$ cat src/rtl/instr_cache_param.sv
// Parametrised direct-mapped instruction cache with whole-line refill and flush.
// Define ICACHE_STATS_EN to add the hit_cnt/miss_cnt statistics outputs.
module instr_cache_param #(
    parameter int LINES          = 16,
    parameter int WORDS_PER_LINE = 4
) (
    input  logic        clk,
    input  logic        res,
    input  logic        flush,
    input  logic        cached_instr_req,
    input  logic [31:0] cached_instr_adr,
    output logic        cached_instr_gnt,
    output logic        cached_instr_rvalid,
    output logic [31:0] cached_instr_read,
`ifdef ICACHE_STATS_EN
    output logic [31:0] hit_cnt,
    output logic [31:0] miss_cnt,
`endif
    output logic        instr_req,
    output logic [31:0] instr_adr,
    input  logic        instr_gnt,
    input  logic        instr_rvalid,
    input  logic [31:0] instr_read
);
    localparam int OFF   = $clog2(WORDS_PER_LINE);
    localparam int IDX   = $clog2(LINES);
    localparam int TAGW  = 32 - 2 - OFF - IDX;
    localparam int DEPTH = LINES * WORDS_PER_LINE;
    localparam logic [OFF-1:0] LAST_WORD = OFF'(WORDS_PER_LINE - 1);

    typedef enum logic [1:0] {S_IDLE, S_REQ, S_WAIT} state_t;

    state_t           r_state;
    state_t           w_state_next;
    logic [LINES-1:0] r_valid;
    logic [TAGW-1:0]  r_tag_mem [LINES];
    logic [31:0]      r_data_mem [DEPTH];
    logic [TAGW-1:0]  r_tag;
    logic [IDX-1:0]   r_idx;
    logic [OFF-1:0]   r_cnt;
    logic             r_flush_pend;
    logic             r_rvalid;
    logic [31:0]      r_read;
    logic             r_instr_req;

    logic [OFF-1:0]   w_off;
    logic [IDX-1:0]   w_idx;
    logic [TAGW-1:0]  w_tag;
    logic             w_hit;
    logic             w_last;
    logic             w_grant;
    logic             w_miss;
    logic             w_fill;
    logic             w_fill_done;
    logic             w_unused_adr;

    assign w_off        = cached_instr_adr[2+OFF-1:2];
    assign w_idx        = cached_instr_adr[2+OFF+IDX-1:2+OFF];
    assign w_tag        = cached_instr_adr[31:2+OFF+IDX];
    assign w_unused_adr = ^cached_instr_adr[1:0];
    assign w_hit        = r_valid[w_idx] && (r_tag_mem[w_idx] == w_tag);
    assign w_last       = (r_cnt == LAST_WORD);

    // NOTE: every output of this block gets a default first so no path can infer a latch.
    always_comb begin
        w_state_next = r_state;
        w_grant      = 1'b0;
        w_miss       = 1'b0;
        w_fill       = 1'b0;
        w_fill_done  = 1'b0;
        case (r_state)
            S_IDLE: begin
                if (cached_instr_req && !res && !flush) begin
                    if (w_hit) begin
                        w_grant = 1'b1;
                    end else begin
                        w_miss       = 1'b1;
                        w_state_next = S_REQ;
                    end
                end
            end
            S_REQ: begin
                if (instr_gnt) w_state_next = S_WAIT;
            end
            S_WAIT: begin
                if (instr_rvalid) begin
                    w_fill = 1'b1;
                    if (w_last) begin
                        w_fill_done  = 1'b1;
                        w_state_next = S_IDLE;
                    end else begin
                        w_state_next = S_REQ;
                    end
                end
            end
            default: w_state_next = S_IDLE;
        endcase
    end

    // NOTE: state registers use non-blocking assignments so every flop samples pre-edge values.
    always_ff @(posedge clk) begin
        if (res) begin
            r_state      <= S_IDLE;
            r_valid      <= '0;
            r_tag        <= '0;
            r_idx        <= '0;
            r_cnt        <= '0;
            r_flush_pend <= 1'b0;
            r_rvalid     <= 1'b0;
            r_read       <= '0;
            r_instr_req  <= 1'b0;
        end else begin
            r_state     <= w_state_next;
            r_rvalid    <= w_grant;
            r_instr_req <= (w_state_next == S_REQ);
            if (w_grant) r_read <= r_data_mem[{w_idx, w_off}];
            if (w_miss) begin
                r_tag          <= w_tag;
                r_idx          <= w_idx;
                r_cnt          <= '0;
                r_valid[w_idx] <= 1'b0;
            end
            if (w_fill && !w_last) r_cnt <= r_cnt + 1'b1;
            if (r_state == S_IDLE) begin
                if (flush) r_valid <= '0;
            end else begin
                if (flush) r_flush_pend <= 1'b1;
                // A flush seen at any point of the refill keeps the new line invalid.
                if (w_fill_done) begin
                    if (r_flush_pend || flush) r_valid <= '0;
                    else                       r_valid[r_idx] <= 1'b1;
                    r_flush_pend <= 1'b0;
                end
            end
        end
    end

    // NOTE: tag and data arrays carry no reset; the valid bits alone decide whether a line is usable.
    always_ff @(posedge clk) begin
        if (!res && w_fill) r_data_mem[{r_idx, r_cnt}] <= instr_read;
        if (!res && w_fill_done) r_tag_mem[r_idx] <= r_tag;
    end

    assign cached_instr_gnt    = w_grant;
    assign cached_instr_rvalid = r_rvalid;
    assign cached_instr_read   = r_read;
    assign instr_req           = r_instr_req;
    assign instr_adr           = {r_tag, r_idx, r_cnt, 2'b00};

`ifdef ICACHE_STATS_EN
    logic [31:0] r_hit_cnt;
    logic [31:0] r_miss_cnt;

    always_ff @(posedge clk) begin
        if (res) begin
            r_hit_cnt  <= '0;
            r_miss_cnt <= '0;
        end else begin
            if (w_grant) r_hit_cnt  <= r_hit_cnt + 32'd1;
            if (w_miss)  r_miss_cnt <= r_miss_cnt + 32'd1;
        end
    end

    assign hit_cnt  = r_hit_cnt;
    assign miss_cnt = r_miss_cnt;
`endif

endmodule

$ cat config.mk
export PLATFORM = sky130hd
export DESIGN_NAME = instr_cache_param
export DESIGN_NICKNAME = d
export VERILOG_FILES = /design/src/rtl/instr_cache_param.sv
export SDC_FILE = /design/constraint.sdc
export NUM_CORES = 2
export LEC_CHECK = 0
export CAP_MARGIN = 20
export CORE_ASPECT_RATIO = 1.4
export CORE_MARGIN = 3
export CORE_UTILIZATION = 60
export CTS_BUF_LIST = sky130_fd_sc_hd__clkbuf_16
export DETAILED_ROUTE_END_ITERATION = 16
export PLACE_DENSITY = 0.76
export SYNTH_ARGS = -nofsm -noshare
export SYNTH_HDL_FRONTEND = slang
export SYNTH_SLANG_ARGS = --single-unit
$ cat constraint.sdc
create_clock -name clk -period 11.2 [get_ports clk]
set_input_delay 2.24 -clock clk [delete_from_list [all_inputs] [get_ports clk]]
set_output_delay 2.24 -clock clk [all_outputs]
set_load 0.01 [all_outputs]
Word-level counts from Yosys, hierarchy flattened --
Memories as Yosys holds them, arrays and structs flattened. A register that Yosys moved wholly into a read port is not among the register bits. Cells that the tools add are included.
Storage, ports and cells: bits of input ports 70, register bits 51, memories kept 2, latch bits 0, word-level logic and storage cells 77, bits in writable memories 2432, ROM bits 0
Memories:
- r_data_mem | words 64, bits a word 32, rd ports 1, clocked after memory_dff 1, wr ports 1, RTL line 37 | logic [31:0] r_data_mem [DEPTH];
- r_tag_mem | words 16, bits a word 24, rd ports 1, clocked after memory_dff 0, wr ports 1, RTL line 36 | logic [TAGW-1:0] r_tag_mem [LINES];
Cells by class: order comparisons 4, equality and inequality tests 5, shifts and indexed selects 0, bitwise operators 4, mux-type cells 37, divide/modulo/power cells 0, $add $sub $neg 1, reduce and logical (&&, ||, !) cells 16, $mul 0
Operators by type and width (count):
- 2-to-1 mux 16 bit | 6
- == test 24 bit | 1
- 2-to-1 mux 1 bit | 21
- bitwise AND 16 bit | 1
- NOT 16 bit | 1
- OR 16 bit | 1
- 2-to-1 mux 2 bit | 6
- < comparator 4 x 5 -> 1 bit (second input constant) | 2
- demux 1 bit (select 4 bit) | 2
- greater-or-equal comparator 4 x 1 -> 1 bit (second input constant) | 2
- logical AND 1 bit | 8
- case mux 2 bit (3 select lines) | 1
- binary-select mux 1 bit (select 4 bit) | 1
- == test 2 x 1 -> 1 bit (second input constant) | 2
- == test 2 bit (second input constant) | 2
- nonzero test 2 bit | 2
- logical NOT 1 bit | 3
- adder 2 x 1 -> 2 bit (second input constant) | 1
- logical NOT 2 bit | 1
- AND reduction 2 bit | 1
- logical OR 1 bit | 1
- NOT 1 bit | 1

Longest topological paths before layout --
word-level depth 12, gate-level depth with buffers 16

Worst setup path before layout --
OpenSTA, ideal clock, no wires.
path kind input-to-output, start input port cached_instr_adr[5], end output port cached_instr_gnt, stages on the path 12, required time 8.960 ns, arrival time 4.521 ns, path slack 4.439 ns, path through buf_6 > buf_6 > buf_4 > mux2_1 > o22ai_1 > nor3_1 > a311oi_1 > nor4b_1 > nand3b_1 > o21a_1 > nand4_1 > nor4_1
On the way: longest elaborated chain between the ends 6, elaborated cells between the ends (all ways) 8, those cells by class 1 x eq/ne; 5 x mux; 1 x reduce/logical; 1 x memory
Ends and longest elaborated chain:
- from (decl) | RTL line 11 | input logic [31:0] cached_instr_adr,
- memory read (16 x 24 bit) or binary-select mux 1 bit (select 4 bit) (tied branches)
- == test 24 bit or 2-to-1 mux 1 bit (tied branches) | RTL line 61 | assign w_hit = r_valid[w_idx] && (r_tag_mem[w_idx] == w_tag);
- logical AND 1 bit (*) | RTL line 61
- 2-to-1 mux 1 bit (*) | RTL line 74 | if (w_hit) begin
- 2-to-1 mux 1 bit (*) | RTL line 73 | if (cached_instr_req && !res && !flush) begin
- 2-to-1 mux 1 bit (*) | RTL line 71 | case (r_state)
- to (decl) | RTL line 12 | output logic cached_instr_gnt,
Mark *: on every way between the ends. The rest lies on a longest branch, timed or not. The select of a mux whose other input is x is not followed.

Final worst setup path --
start input port cached_instr_adr[4], end output port cached_instr_gnt
Same word-level chain as after synthesis.

==> flow_metrics.env <==
export IMPL_outcome="finished clean"
export IMPL_dr_pass1_iters=6
export IMPL_clockBufferDepth=3
export IMPL_cts_max_level=4
export IMPL_synth_area_per_cell_um2=22.27
export IMPL_clock_skew_ns=0.03381
export IMPL_fmaxAchievable_mhz=110.5
export IMPL_cts_tree="built"
export IMPL_die_y_um=480.3
export IMPL_syn_cell_area_um2=96400
export IMPL_synth_top_area_share_pct=75.76
export IMPL_cts_sinks=2515
export IMPL_drt_wl_total_um=279400
export IMPL_place_congestion=0.9575
export IMPL_swShare_pct=20.75
export IMPL_io_buffer_count=132
export IMPL_seqPwrFrac_pct=55.3
export IMPL_reg2regPathDepth=9
export IMPL_min_period_ns=9.049
export IMPL_clkLatencyLatePin_ns=0.87
export IMPL_yosysWarnings=0
export IMPL_drive_above_1_share_pct=26.48
export IMPL_regToRegStartpoint="r_tag_mem[6][19]"
export IMPL_power_switching_mw=3.879
export IMPL_intPower_mw=14.82
export IMPL_endpoint_kind="output pin"
export IMPL_yosysUniqueCellTypes=72
export IMPL_ios=137
export IMPL_setup_viol=0
export IMPL_fin_nets=4654
export IMPL_grt_pass1_vias=50490
export IMPL_final_max_slew_viol_count=0
export IMPL_crit_fanout=45
export IMPL_p_leak_nw=33.91
export IMPL_vias=50210
export IMPL_cp_arrival_ns=6.81
export IMPL_fp_row_count=173
export IMPL_fin_crit_sh_pct=80.79
export IMPL_async_flop_share_pct=0
export IMPL_seq_area_frac_synth_pct=77.48
export IMPL_max_slew_worst_pin_slew_ns=1.165
export IMPL_slew_headroom_pct=22.18
export IMPL_ctsResizeCount=0
export IMPL_rsz0062_at_grt="no"
export IMPL_postSynthCellCount=4329
export IMPL_hold_class="reg -> reg"
export IMPL_whs_path_depth=2
export IMPL_vias_per_cell=7.306
export IMPL_wl_per_cell_um=40.66
export IMPL_power_mw=18.70
export IMPL_drtIter0Drc=8166
export IMPL_hold_start="cached_instr_read[25]"
export IMPL_root_buffer="clkbuf_16"
export IMPL_ff2ff_setup_slack_ns=6.27
export IMPL_hpwl_um=146300
export IMPL_p_clk_share_pct=40.2
export IMPL_post_cts_buffers=0
export IMPL_synth_edf_count=2432
export IMPL_grt_max_degree=119
export IMPL_final_util_pct=67.91
export IMPL_yosys_register_bits=2515
export IMPL_min_to="cached_instr_read[25]"
export IMPL_crit_path_start_kind="input port"
export IMPL_tns_ns=0
export IMPL_ys_flop_type="edfxtp_1"
export IMPL_cts_made_buffers=211
export IMPL_required_ns=8.96
export IMPL_area_delta_synth_final_pct=12.08
export IMPL_fillCellCount=9410
export IMPL_hold_buffers=0
export IMPL_r2r_end="cached_instr_read[8]"
export IMPL_maxCapViolations=0
export IMPL_critical_path_class="in -> out"
export IMPL_yosys_top_cells_area="edfxtp_1 76%, mux4_2 14%, dfxtp_1 1.7%, mux2i_1 1.5%, a22oi_1 1.0%"
export IMPL_core_area_um2=159100
export IMPL_combPwrFrac_pct=4.5
export IMPL_grt_pass1_wl_um=389300
export IMPL_clk_pin_slew_ns=0.06
export IMPL_drcViolationCount=0
export IMPL_powerDensity_nw_per_um2=173.0
export IMPL_antenna_found_initial=10
export IMPL_irDropWorstVdd_mv=0.1555
export IMPL_hold_viol_final=0
export IMPL_yosysTopAreaCell="edfxtp_1"
export IMPL_die_w_um=344.8
export IMPL_final_antenna_net_count=0
export IMPL_grt_util_all_layers_pct=34.37
export IMPL_dieArea_um2=165600
export IMPL_gr_total_overflow=0
export IMPL_start_util_pct=60.59
power by group through the flow:
stage | Combinational, mW | Sequential, mW | Clock, mW
6_report | 0.842 | 10.3 | 7.51
5_1_grt | 0.879 | 10.3 | 7.89
4_1_cts | 0.822 | 10.3 | 7.55
3_5_place_dp | 0.810 | 10.5 | 0
3_3_place_gp | 0.795 | 10.5 | 0
2_1_floorplan | 0.472 | 10.5 | 0
state kept, by name (all words and copies together) (netlist names):
name and count:
r_tag 24, r_flush_pend 1, r_idx 4, r_state 2, r_cnt 2, r_tag_mem 384, r_data_mem 2048, cached_instr_rvalid 1
r_valid 16, instr_req 1, cached_instr_read 32
worst max-delay path, stage by stage:
cell	delay (ns)
buf_8	0.41
buf_4	0.47
nor2b_1	0.60
buf_4	0.36
a22oi_1	0.13
nand2_1	0.10
a2bb2oi_1	0.63
o2111ai_1	0.33
nor4_1	0.37
nand4_1	0.18
nor4_1	0.35
clkdlybuf4s50_1	0.60
worst max path at each step:
stage                              startpoint               end  cells after the start
after floorplan           cached_instr_adr[5]  cached_instr_gnt                     12
after global placement    cached_instr_adr[4]  cached_instr_gnt                     12
after detailed placement  cached_instr_adr[4]  cached_instr_gnt                     12
after CTS                 cached_instr_adr[4]  cached_instr_gnt                     12
after global routing      cached_instr_adr[4]  cached_instr_gnt                     12
final                     cached_instr_adr[4]  cached_instr_gnt                     12
cells in the mapped netlist (all sizes together), types with 7 or more instances:
master     n
clkbuf   118
nor4       9
a22o       7
and2      21
a32o      18
nand4     22
nor3       9
nor4b     12
o21ai     47
mux2      33
nand2b    10
dfxtp     83
edfxtp  2432
buf      125
mux2i    140
o211ai     9
nor2     155
a22oi    132
mux4     620
a221oi     9
nor2b      7
a31o      24
o221ai     7
and4       8
a211oi    10
nand3     19
xor2      10
or3       12
a21oi     23
inv       15
a31oi     19
nand2     68
xnor2     18
o22ai     20
cell type report:
type	instances	area [um2]	area share, %
sequential	2515	74690	69.13
multi-input combinational	1556	21070	19.50
clock buffer	214	5355	4.957
tap	2100	2628	2.432
timing repair buffer	283	2540	2.351
clock inverter	178	1672	1.547
inverter	16	61.31	0.05675
antenna	10	25.02	0.02316
cells by family after synthesis:
logic type,share of synthesized area (%)
other cells,0.003890
xor+xnor,0.2544
fa+ha+maj,0.01298
buf+inv,1.267
mux,16.32
flops,77.48
simple gates,1.870
compound gates,2.787
cells in the final DEF, fill, tap and decap left out, types with 18 or more instances in the layout:
master / count
buf_12: 18
inv_1: 51
xnor2_1: 18
nor2_2: 26
nor2_1: 61
nand2_1: 66
mux2i_1: 140
nand4_1: 22
a31oi_1: 19
clkinv_1: 46
clkbuf_16: 214
dfxtp_1: 83
o22ai_1: 20
mux2_2: 29
buf_4: 131
edfxtp_1: 2432
o21ai_0: 42
nand3_1: 19
nor2_4: 68
buf_2: 33
a21oi_1: 23
bufinv_16: 31
a31o_1: 20
a22oi_1: 132
and2_1: 21
mux4_2: 620
a32o_1: 18
clkdlybuf4s50_1: 94
clkinv_2: 41
per-stage QoR:
step	instances	cell area (um2)	setup WS [ns]	hold WS, ns
global route	6864	108000	2.085	0.4958
global placement	6457	100800	2.418	0.4517
floorplan	4330	96400	4.439	0.4823
CTS	6850	107800	2.377	0.4712
detailed placement	6458	100800	2.377	0.4623
finish	6872	108000	2.151	0.4674
routing by layer:
metal  vias to the layer above  share of wire [%]  track usage [%]
met5                         -             0.0093                0
met4                         4                7.9            22.02
met3                      1043                 13            9.641
met2                      4414                 48            54.13
met1                     25850                 31            42.30
li1                      18900                  -                -
Note: power is estimated with default switching activity, not from simulation.
